## src/rtl/float_to_double.sv

```systemverilog
// ============================================================================
// Module   : float_to_double
// Purpose  : Multi-cycle IEEE-754 single-to-double converter over stb/ack
//            channels. Optional macro F2D_CANON_NAN_EN: canonical NaN output.
// Revision : 1.0 - initial release
// ============================================================================
`default_nettype none

module float_to_double (
    input  logic        clk,
    input  logic        rst,
    input  logic [31:0] input_a,
    input  logic        input_a_stb,
    output logic        input_a_ack,
    output logic [63:0] output_z,
    output logic        output_z_stb,
    input  logic        output_z_ack
);

    typedef enum logic [2:0] {
        GET_A     = 3'd0,
        UNPACK    = 3'd1,
        NORMALISE = 3'd2,
        PACK      = 3'd3,
        PUT_Z     = 3'd4
    } state_t;

    localparam logic [10:0] C_EXP_BIAS_DIFF = 11'd896;
    localparam logic [10:0] C_EXP_SUBNORM   = 11'd897;

    state_t      state_q;
    logic        ack_q;
    logic        stb_q;
    logic [63:0] z_q;
    logic [63:0] z_d;

    logic        s_q;
    logic [7:0]  e_q;
    logic [22:0] m_q;
    logic [23:0] mant_q;
    logic [10:0] exp_q;
    logic        is_zero_q;
    logic        is_inf_q;
    logic        is_nan_q;

    // Packed result for whichever class UNPACK recorded.
    always_comb begin
        z_d = {s_q, exp_q, mant_q[22:0], 29'b0};
        if (is_nan_q) begin
`ifdef F2D_CANON_NAN_EN
            z_d = 64'h7FF8_0000_0000_0000;
`else
            z_d = {s_q, 11'h7FF, 1'b1, m_q[21:0], 29'b0};
`endif
        end else if (is_inf_q) begin
            z_d = {s_q, 11'h7FF, 52'b0};
        end else if (is_zero_q) begin
            z_d = {s_q, 63'b0};
        end
    end

    always_ff @(posedge clk) begin
        if (rst) begin
            state_q   <= GET_A;
            ack_q     <= 1'b0;
            stb_q     <= 1'b0;
            z_q       <= 64'b0;
            s_q       <= 1'b0;
            e_q       <= 8'b0;
            m_q       <= 23'b0;
            mant_q    <= 24'b0;
            exp_q     <= 11'b0;
            is_zero_q <= 1'b0;
            is_inf_q  <= 1'b0;
            is_nan_q  <= 1'b0;
        end else begin
            case (state_q)
                GET_A: begin
                    ack_q <= 1'b1;
                    if (ack_q && input_a_stb) begin
                        s_q     <= input_a[31];
                        e_q     <= input_a[30:23];
                        m_q     <= input_a[22:0];
                        ack_q   <= 1'b0;
                        state_q <= UNPACK;
                    end
                end
                UNPACK: begin
                    is_zero_q <= 1'b0;
                    is_inf_q  <= 1'b0;
                    is_nan_q  <= 1'b0;
                    if (e_q == 8'hFF) begin
                        is_nan_q <= (m_q != 23'b0);
                        is_inf_q <= (m_q == 23'b0);
                        state_q  <= PACK;
                    end else if (e_q == 8'h00) begin
                        if (m_q == 23'b0) begin
                            is_zero_q <= 1'b1;
                            state_q   <= PACK;
                        end else begin
                            mant_q  <= {1'b0, m_q};
                            exp_q   <= C_EXP_SUBNORM;
                            state_q <= NORMALISE;
                        end
                    end else begin
                        exp_q   <= {3'b0, e_q} + C_EXP_BIAS_DIFF;
                        mant_q  <= {1'b1, m_q};
                        state_q <= PACK;
                    end
                end
                NORMALISE: begin
                    // Leave on the shift that lands the leading one in bit 23,
                    // so a subnormal costs exactly one cycle per shift.
                    if (mant_q[23]) begin
                        state_q <= PACK;
                    end else begin
                        mant_q <= mant_q << 1;
                        exp_q  <= exp_q - 11'd1;
                        if (mant_q[22]) begin
                            state_q <= PACK;
                        end
                    end
                end
                PACK: begin
                    z_q     <= z_d;
                    stb_q   <= 1'b1;
                    state_q <= PUT_Z;
                end
                PUT_Z: begin
                    if (stb_q && output_z_ack) begin
                        stb_q   <= 1'b0;
                        state_q <= GET_A;
                    end
                end
                default: begin
                    state_q <= GET_A;
                end
            endcase
        end
    end

    assign input_a_ack  = ack_q;
    assign output_z     = z_q;
    assign output_z_stb = stb_q;

endmodule

`default_nettype wire

```

## config.mk

```make
export PLATFORM = sky130hd
export DESIGN_NAME = float_to_double
export DESIGN_NICKNAME = d
export VERILOG_FILES = /design/src/rtl/float_to_double.sv
export SDC_FILE = /design/constraint.sdc
export NUM_CORES = 1
export LEC_CHECK = 0
export ABC_CLOCK_PERIOD_IN_PS = 4500
export BUFFER_PORTS_ARGS = -buffer_cell sky130_fd_sc_hd__buf_2
export CAP_MARGIN = 20
export CORE_AREA = 2 2 129 131
export CTS_CLUSTER_DIAMETER = 50
export DETAILED_ROUTE_END_ITERATION = 10
export DIE_AREA = 0 0 131 133
export PLACE_DENSITY = 0.49
export SLEW_MARGIN = 20
export SYNTH_ARGS = -nofsm -noshare
export SYNTH_HDL_FRONTEND = slang
export SYNTH_SLANG_ARGS = --single-unit
```

## constraint.sdc

```tcl
create_clock -name clk -period 4.5 [get_ports clk]
set_input_delay 0 -clock clk [delete_from_list [all_inputs] [get_ports clk]]
set_output_delay 0 -clock clk [all_outputs]
set_load 0.02 [all_outputs]
```

==> results of run 1 <==
layout by cell type, fill, tap and decap left out, types with 9 or more instances in the layout:
cell	Yosys	final
sky130_fd_sc_hd__a221oi_1	22	22
sky130_fd_sc_hd__nand2_1	81	81
sky130_fd_sc_hd__clkbuf_16	0	9
sky130_fd_sc_hd__nor3_1	32	31
sky130_fd_sc_hd__conb_1	1	29
sky130_fd_sc_hd__dfxtp_1	110	110
sky130_fd_sc_hd__a21oi_1	106	106
sky130_fd_sc_hd__and3_1	23	23
sky130_fd_sc_hd__a211oi_1	23	23
sky130_fd_sc_hd__nand2b_1	10	10
sky130_fd_sc_hd__dlygate4sd3_1	0	33
sky130_fd_sc_hd__buf_2	4	72
sky130_fd_sc_hd__nor2_1	40	40
sky130_fd_sc_hd__nand3_1	9	9
sky130_fd_sc_hd__o31ai_1	10	10
sky130_fd_sc_hd__o21ai_0	16	16
sky130_fd_sc_hd__nor4_1	10	10
registers in the layout, indices dropped and copies added, names as in the netlist:
| signal | flops |
|---|---|
| s_q | 1 |
| is_inf_q | 1 |
| e_q | 8 |
| mant_q | 24 |
| is_zero_q | 1 |
| is_nan_q | 1 |
| exp_q | 11 |
| output_z | 35 |
| m_q | 23 |
| output_z_stb | 1 |
| state_q | 3 |
| input_a_ack | 1 |
power by group through the flow:
stage	registers, mW	clock network [mW]	logic [mW]
final	1.32	0.810	1.44
after global routing	1.34	0.870	1.61
after CTS	1.32	0.833	1.43
after detailed placement	1.34	0	1.40
after global placement	1.33	0	1.39
after floorplan	1.31	0	1.14
worst max-delay path by stage:
stage	from	end	slack [ns]	cells past startpoint
after floorplan	exp_q[0]$_SDFFE_PP0P_	exp_q[10]$_SDFFE_PP0P_	2.40	7
after global placement	state_q[1]$_SDFFE_PP0P_	exp_q[0]$_SDFFE_PP0P_	1.35	5
after detailed placement	state_q[1]$_SDFFE_PP0P_	exp_q[0]$_SDFFE_PP0P_	1.27	5
after CTS	state_q[1]$_SDFFE_PP0P_	exp_q[0]$_SDFFE_PP0P_	1.25	5
after global routing	state_q[1]$_SDFFE_PP0P_	exp_q[0]$_SDFFE_PP0P_	1.02	5
final	state_q[1]$_SDFFE_PP0P_	exp_q[0]$_SDFFE_PP0P_	1.24	5
timing repair:
action	4_1_cts	5_1_grt
endpoints found under the setup margin	0	0
buffers inserted	0	0
hold buffers	33	0
endpoints found under the hold margin	33	0
kinds of logic after synthesis:
logic type / Yosys count
adder cells (fa/ha/maj): 1
buffers and inverters: 87
other: 1
AND/OR/NAND/NOR: 231
flip-flops: 110
AO/OA/AOI/OAI: 196
worst register-to-register path, stage by stage (launching register included):
cell                      delay (ns)
sky130_fd_sc_hd__dfxtp_1        0.46
sky130_fd_sc_hd__or3b_2         0.88
sky130_fd_sc_hd__nand3_1        0.35
sky130_fd_sc_hd__or3_1          0.89
sky130_fd_sc_hd__nand2_2        0.23
sky130_fd_sc_hd__o41ai_1        0.35
final cells by class:
| class | count | area [µm²] | area share (%) |
|---|---|---|---|
| Clock buffer | 12 | 246 | 4.10 |
| Clock inverter | 3 | 45.0 | 0.750 |
| Inverter | 4 | 15.0 | 0.250 |
| Multi-Input combinational cell | 457 | 2470 | 41.2 |
| Sequential cell | 110 | 2200 | 36.7 |
| Tap cell | 220 | 275 | 4.58 |
| Timing Repair Buffer | 113 | 751 | 12.5 |
Yosys cell counts (2+ instances only):
library cell and count:
sky130_fd_sc_hd__o211ai_1 2, sky130_fd_sc_hd__nor4_1 10, sky130_fd_sc_hd__o21ai_0 16, sky130_fd_sc_hd__a221oi_1 22, sky130_fd_sc_hd__a21oi_1 106, sky130_fd_sc_hd__o22ai_1 3, sky130_fd_sc_hd__dfxtp_1 110, sky130_fd_sc_hd__and3_1 23
sky130_fd_sc_hd__nor2b_1 2, sky130_fd_sc_hd__nand3_1 9, sky130_fd_sc_hd__buf_6 6, sky130_fd_sc_hd__o311ai_0 3, sky130_fd_sc_hd__o31a_1 2, sky130_fd_sc_hd__buf_4 31, sky130_fd_sc_hd__nand4_1 5, sky130_fd_sc_hd__and2_1 2
sky130_fd_sc_hd__nor2_1 40, sky130_fd_sc_hd__buf_2 4, sky130_fd_sc_hd__inv_1 4, sky130_fd_sc_hd__o211a_1 3, sky130_fd_sc_hd__or3_1 4, sky130_fd_sc_hd__nor3_1 32, sky130_fd_sc_hd__nor3b_1 2, sky130_fd_sc_hd__nand2b_1 10
sky130_fd_sc_hd__nand2_1 81, sky130_fd_sc_hd__clkbuf_1 41, sky130_fd_sc_hd__o31ai_1 10, sky130_fd_sc_hd__or3b_2 2, sky130_fd_sc_hd__a211oi_1 23
stage by stage:
stage	hold WS, ns	std cells
3_5_place_dp	0.247	871
2_1_floorplan	0.136	654
6_report	0.107	919
4_1_cts	0.101	919
5_1_grt	0.128	919
3_3_place_gp	0.247	871
metal layers:
layer / wire length [µm] / part of all wire, % / up-vias / global-route usage, %
li1: - / - / 2333 / -
met1: 7080 / 48 / 2267 / 24.1
met2: 6800 / 46 / 149 / 27.0
met3: 689 / 4.7 / 17 / 2.71
met4: 231 / 1.6 / 0 / 6.09
met5: 0 / 0 / - / 0
==> impl_metrics.ini, run 1 <==
[cts]
tritoncts_clock_tree = done
postCtsResizedCells = 0
cts.clk_slew.worst_paths_ns = 0.07
cts_max_path_buffers = 2
clock_insertion_delay_worst_skew_ns = 0.36
cts.htree.levels = 3
cts_sinks = 110
cts_root_buf = sky130_fd_sc_hd__clkbuf_16
tritoncts.num_buffers = 9

[drt]
via_per_inst = 5.19
route.final.wire_length_um = 14800
vias = 4766
avgRoutedWirePerCell_um = 16.1
detail-route-antenna-nets = 0
dr.pass1.iters = 5
drt_iter0_drc = 345
post-route-drc-count = 0

[place]
place_ws_ns = 1.27
port_buffers = 72
gp_congestion = 0.765
placed_area_um2 = 5380
dp_hpwl_um = 9370

[pwr]
leakagePower_nw = 2.35
total_power_mw = 3.57
power.sequential.fraction_pct = 36.9
sw_frac_of_total_pct = 42.1
power.internal_mw = 2.06
combinationalPowerShare_pct = 40.4
max-vdd-ir-drop_uv = 235
power.share.clock_pct = 22.7
power.density_cell_area_nw_per_um2 = 594
switching_power_mw = 1.50

[sta]
max_slew.worst_pin.slew_ns = 1.11
finalHoldViolations = 0
timing.final.crit_share_pct = 72.4
post-route-worst-setup-slack_ns = 1.24
fmax_ghz = 0.307
period_minus_slack_ns = 3.26
timing_max_transition_violations_final = 0
rsz0062_at_grt = false
fin_worst_skew_ns = 0.00840
setup-tns-final_ns = 0
setup_viols_final = 0
max_slew_margin_pct = 26.1

[yosys]
postSynthCellCount = 626
simple_gate_area_share_of_the_yosys_netlist_pct = 22.2
async_flop_share_pct = 0
syn_area_um2 = 5040
synth_ff_type = sky130_fd_sc_hd__dfxtp_1
ys_seq_elements = 110
synth-xor-area-share_pct = 0
synth_largest_type_area_fraction_pct = 43.7
synth_largest_area_cell = sky130_fd_sc_hd__dfxtp_1
synth_cell_type_count = 47
yosys.area_share.adder_pct = 0.248
yosysSeqAreaShare_pct = 43.7
yosysWarnings = 0
synth_compound_gate_area_share_pct = 23.9
synth-edff-count = 0
main_combinational_cell_family_by_area_after_synthesis = compound AO/OA/AOI/OAI gates
avgSynthCellArea_um2 = 8.05
synthMuxAreaShare_pct = 0
ys_top_cells_by_area = sky130_fd_sc_hd__dfxtp_1, sky130_fd_sc_hd__a21oi_1, sky130_fd_sc_hd__nand2_1

[floorplan]
floorplan.die.width_um = 131
placeable_core_area_um2 = 16200
design.die.area_um2 = 17400
placement_row_count = 47
floorplan.io_pins = 102
die_height_um = 133
initial_utilization_pct = 31.2

[worst_setup_path]
critPathKind = register to register
timing.critical_path.required_ns = 4.76
r2r_setup_slk_ns = 1.24
timing.reg2reg.worst_path_depth = 5
cp_cell_sequence = or3b_2 > nand3_1 > or3_1 > nand2_2 > o41ai_1
critical_path_s_slowest_cell = sky130_fd_sc_hd__or3_1
cp.arrival_ns = 3.52
critPathLaunchType = register
buffers_inverters_on_critical_path = 0
crit_path_end_kind = register
rr_startpoint = state_q[1]$_SDFFE_PP0P_
crit_path_max_incr_delay_ns = 0.89
critical-path-top-delay-family = simple AND/OR/NAND/NOR gates
worst-path-max-fanout = 46
worst_r2r_endpoint = exp_q[0]$_SDFFE_PP0P_

[global_routing]
grt_usage_pct = 17.3
wire_length_of_the_first_global_routing_pass_um = 23700
grt_max_degree = 68
grt_pass1_vias = 4490
grt.overflow.total = 0
antenna_found_initial = 0

[finish]
fin_util_pct = 37.1
num_antenna_cells = 0
fin_nets = 732
n_fill_cell = 1675
area_growth_syn_to_layout_pct = 19.2
final_cell_area_um2 = 6010
fraction_of_layout_instances_using_a_drive_strength_above_1_pct = 14.7

[min_path]
hold-path-cell-count = 5
hold_class = primary input to register
endpoint_of_the_worst_hold_timing_path = state_q[0]$_SDFFE_PP0P_
hp-start = input_a_stb

[run]
number_of_max_cap_violations = 0

[status]
status = complete, no violations
Power figures use the tool's default switching activity.
==> run 2: changes to the inputs <==
- ABC_CLOCK_PERIOD_IN_PS: 4500 -> 3100
- clock period: 4.5 -> 3.1 ns (I/O delays scaled with it)
==> run 2 against run 1 <==
Largest cell class unchanged. Count of clock-buffer cells in the layout shrank 1. First-iteration DRC count shrank 1.2%. Cell area grew 0.65%. Total power grew 48%. Critical path depth grew 1. Non-clock buffer count grew 5. Largest power group unchanged. Global-route usage grew 0.19 points. Sequential cell count is the same. Die area is the same. Core utilization grew 0.24 points.
==> impl_metrics.ini, run 2 (synthesis results as in run 1) <==
[cts]
tritoncts_clock_tree = done
clock_insertion_delay_worst_skew_ns = 0.36
cts_root_buf = sky130_fd_sc_hd__clkbuf_16
tritoncts.num_buffers = 9
cts.htree.levels = 3
cts_sinks = 110
postCtsResizedCells = 0
cts_max_path_buffers = 2
cts.clk_slew.worst_paths_ns = 0.08

[floorplan]
placement_row_count = 47
die_height_um = 133
placeable_core_area_um2 = 16200
floorplan.io_pins = 102
initial_utilization_pct = 31.2
design.die.area_um2 = 17400
floorplan.die.width_um = 131

[global_routing]
grt_pass1_vias = 4491
grt.overflow.total = 0
grt_usage_pct = 17.5
antenna_found_initial = 0
wire_length_of_the_first_global_routing_pass_um = 23900
grt_max_degree = 98

[worst_setup_path]
worst-path-max-fanout = 20
timing.critical_path.required_ns = 3.35
critPathLaunchType = register
cp.arrival_ns = 2.79
crit_path_end_kind = register
critPathKind = register to register

[sta]
max_slew_margin_pct = 27.7
fmax_ghz = 0.394
fin_worst_skew_ns = 0.00740
rsz0062_at_grt = false
max_slew.worst_pin.slew_ns = 1.09
timing_max_transition_violations_final = 0
setup_viols_final = 0
finalHoldViolations = 0
period_minus_slack_ns = 2.54
timing.final.crit_share_pct = 81.9
setup-tns-final_ns = 0

[finish]
fraction_of_layout_instances_using_a_drive_strength_above_1_pct = 15.5
num_antenna_cells = 0
fin_nets = 737
area_growth_syn_to_layout_pct = 20.0
mostFrequentLayoutCell = sky130_fd_sc_hd__dfxtp_1
layout_common_cells = sky130_fd_sc_hd__dfxtp_1, sky130_fd_sc_hd__a21oi_1, sky130_fd_sc_hd__nand2_1, sky130_fd_sc_hd__buf_2, sky130_fd_sc_hd__nor2_1
number_of_flip_flops_in_the_largest_register = 35

[pwr]
power.density_cell_area_nw_per_um2 = 871
max-vdd-ir-drop_uv = 268
leakagePower_nw = 2.38
total_power_mw = 5.27

[drt]
via_per_inst = 5.13
post-route-drc-count = 0
route.final.wire_length_um = 15200
vias = 4744
dr.pass1.iters = 4
avgRoutedWirePerCell_um = 16.5
drt_iter0_drc = 341
detail-route-antenna-nets = 0

[place]
port_buffers = 72
dp_hpwl_um = 9660
gp_congestion = 0.808

[status]
status = complete, no violations

[min_path]
hold_class = primary input to register

[run]
number_of_max_cap_violations = 0
-- run 2: cell types whose count changed in the layout (fill, tap and decap cells not counted), sizes merged --
cell	previous run	this run
buf	80	85
clkbuf	12	11
clkinv	0	1
clkinvlp	2	1
inv	4	5
-- run 2: layer usage --
metal	vias up	wire length (µm)	global-route usage (%)
met5	-	0	0
met3	15	709	3.32
met2	136	7020	27.1
met4	0	189	5.38
met1	2250	7330	24.5
li1	2343	-	-
-- run 2: critical path: stages (launching register included) --
cell,delay [ns]
sky130_fd_sc_hd__dfxtp_1,0.48
sky130_fd_sc_hd__or3b_2,0.67
sky130_fd_sc_hd__nand3_1,0.25
sky130_fd_sc_hd__or3_1,0.35
sky130_fd_sc_hd__buf_4,0.32
sky130_fd_sc_hd__a21oi_1,0.10
sky130_fd_sc_hd__a211oi_1,0.25
-- run 2: final cells by class --
class,instances,area [µm²]
Multi-Input combinational cell,457,2470
Timing Repair Buffer,118,788
Tap cell,220,275
Sequential cell,110,2200
Inverter,4,15.0
Clock buffer,11,243
Clock inverter,4,55.1
Fill cell,1709,10100
-- run 2: final timing paths --
kind,slack [ns],cells past startpoint,end,startpoint
hold reg to reg,0.46,2,output_z[63]$_SDFFE_PP0P_,s_q$_SDFFE_PP0P_
hold / removal,0.13,5,e_q[5]$_SDFFE_PP0P_,input_a_stb
setup / recovery,0.56,6,mant_q[10]$_SDFFE_PP0P_,state_q[1]$_SDFFE_PP0P_
setup reg to reg,0.56,6,mant_q[10]$_SDFFE_PP0P_,state_q[1]$_SDFFE_PP0P_
-- run 2: stage by stage --
stage               setup WS, ns  utilization [%]  hold WS (ns)  instances  cell area [µm²]
floorplan                  0.997                -         0.136        654             5140
global placement           0.654             33.5         0.249        876             5420
detailed placement         0.607             33.5         0.251        876             5420
CTS                        0.604             37.4         0.131        924             6050
global route               0.386             37.4         0.163        924             6050
finish                     0.561             37.4         0.130        924             6050
-- run 2: what timing repair did --
item,CTS,global route
endpoints found under the hold margin,33,0
setup buffers,0,0
hold buffers,33,0
-- run 2: power breakdown --
group	internal, mW	total (mW)	switching, mW
combinational	0.718	2.17	1.45
sequential	1.66	1.91	0.243
clock	0.650	1.20	0.546
total	3.03	5.27	2.24
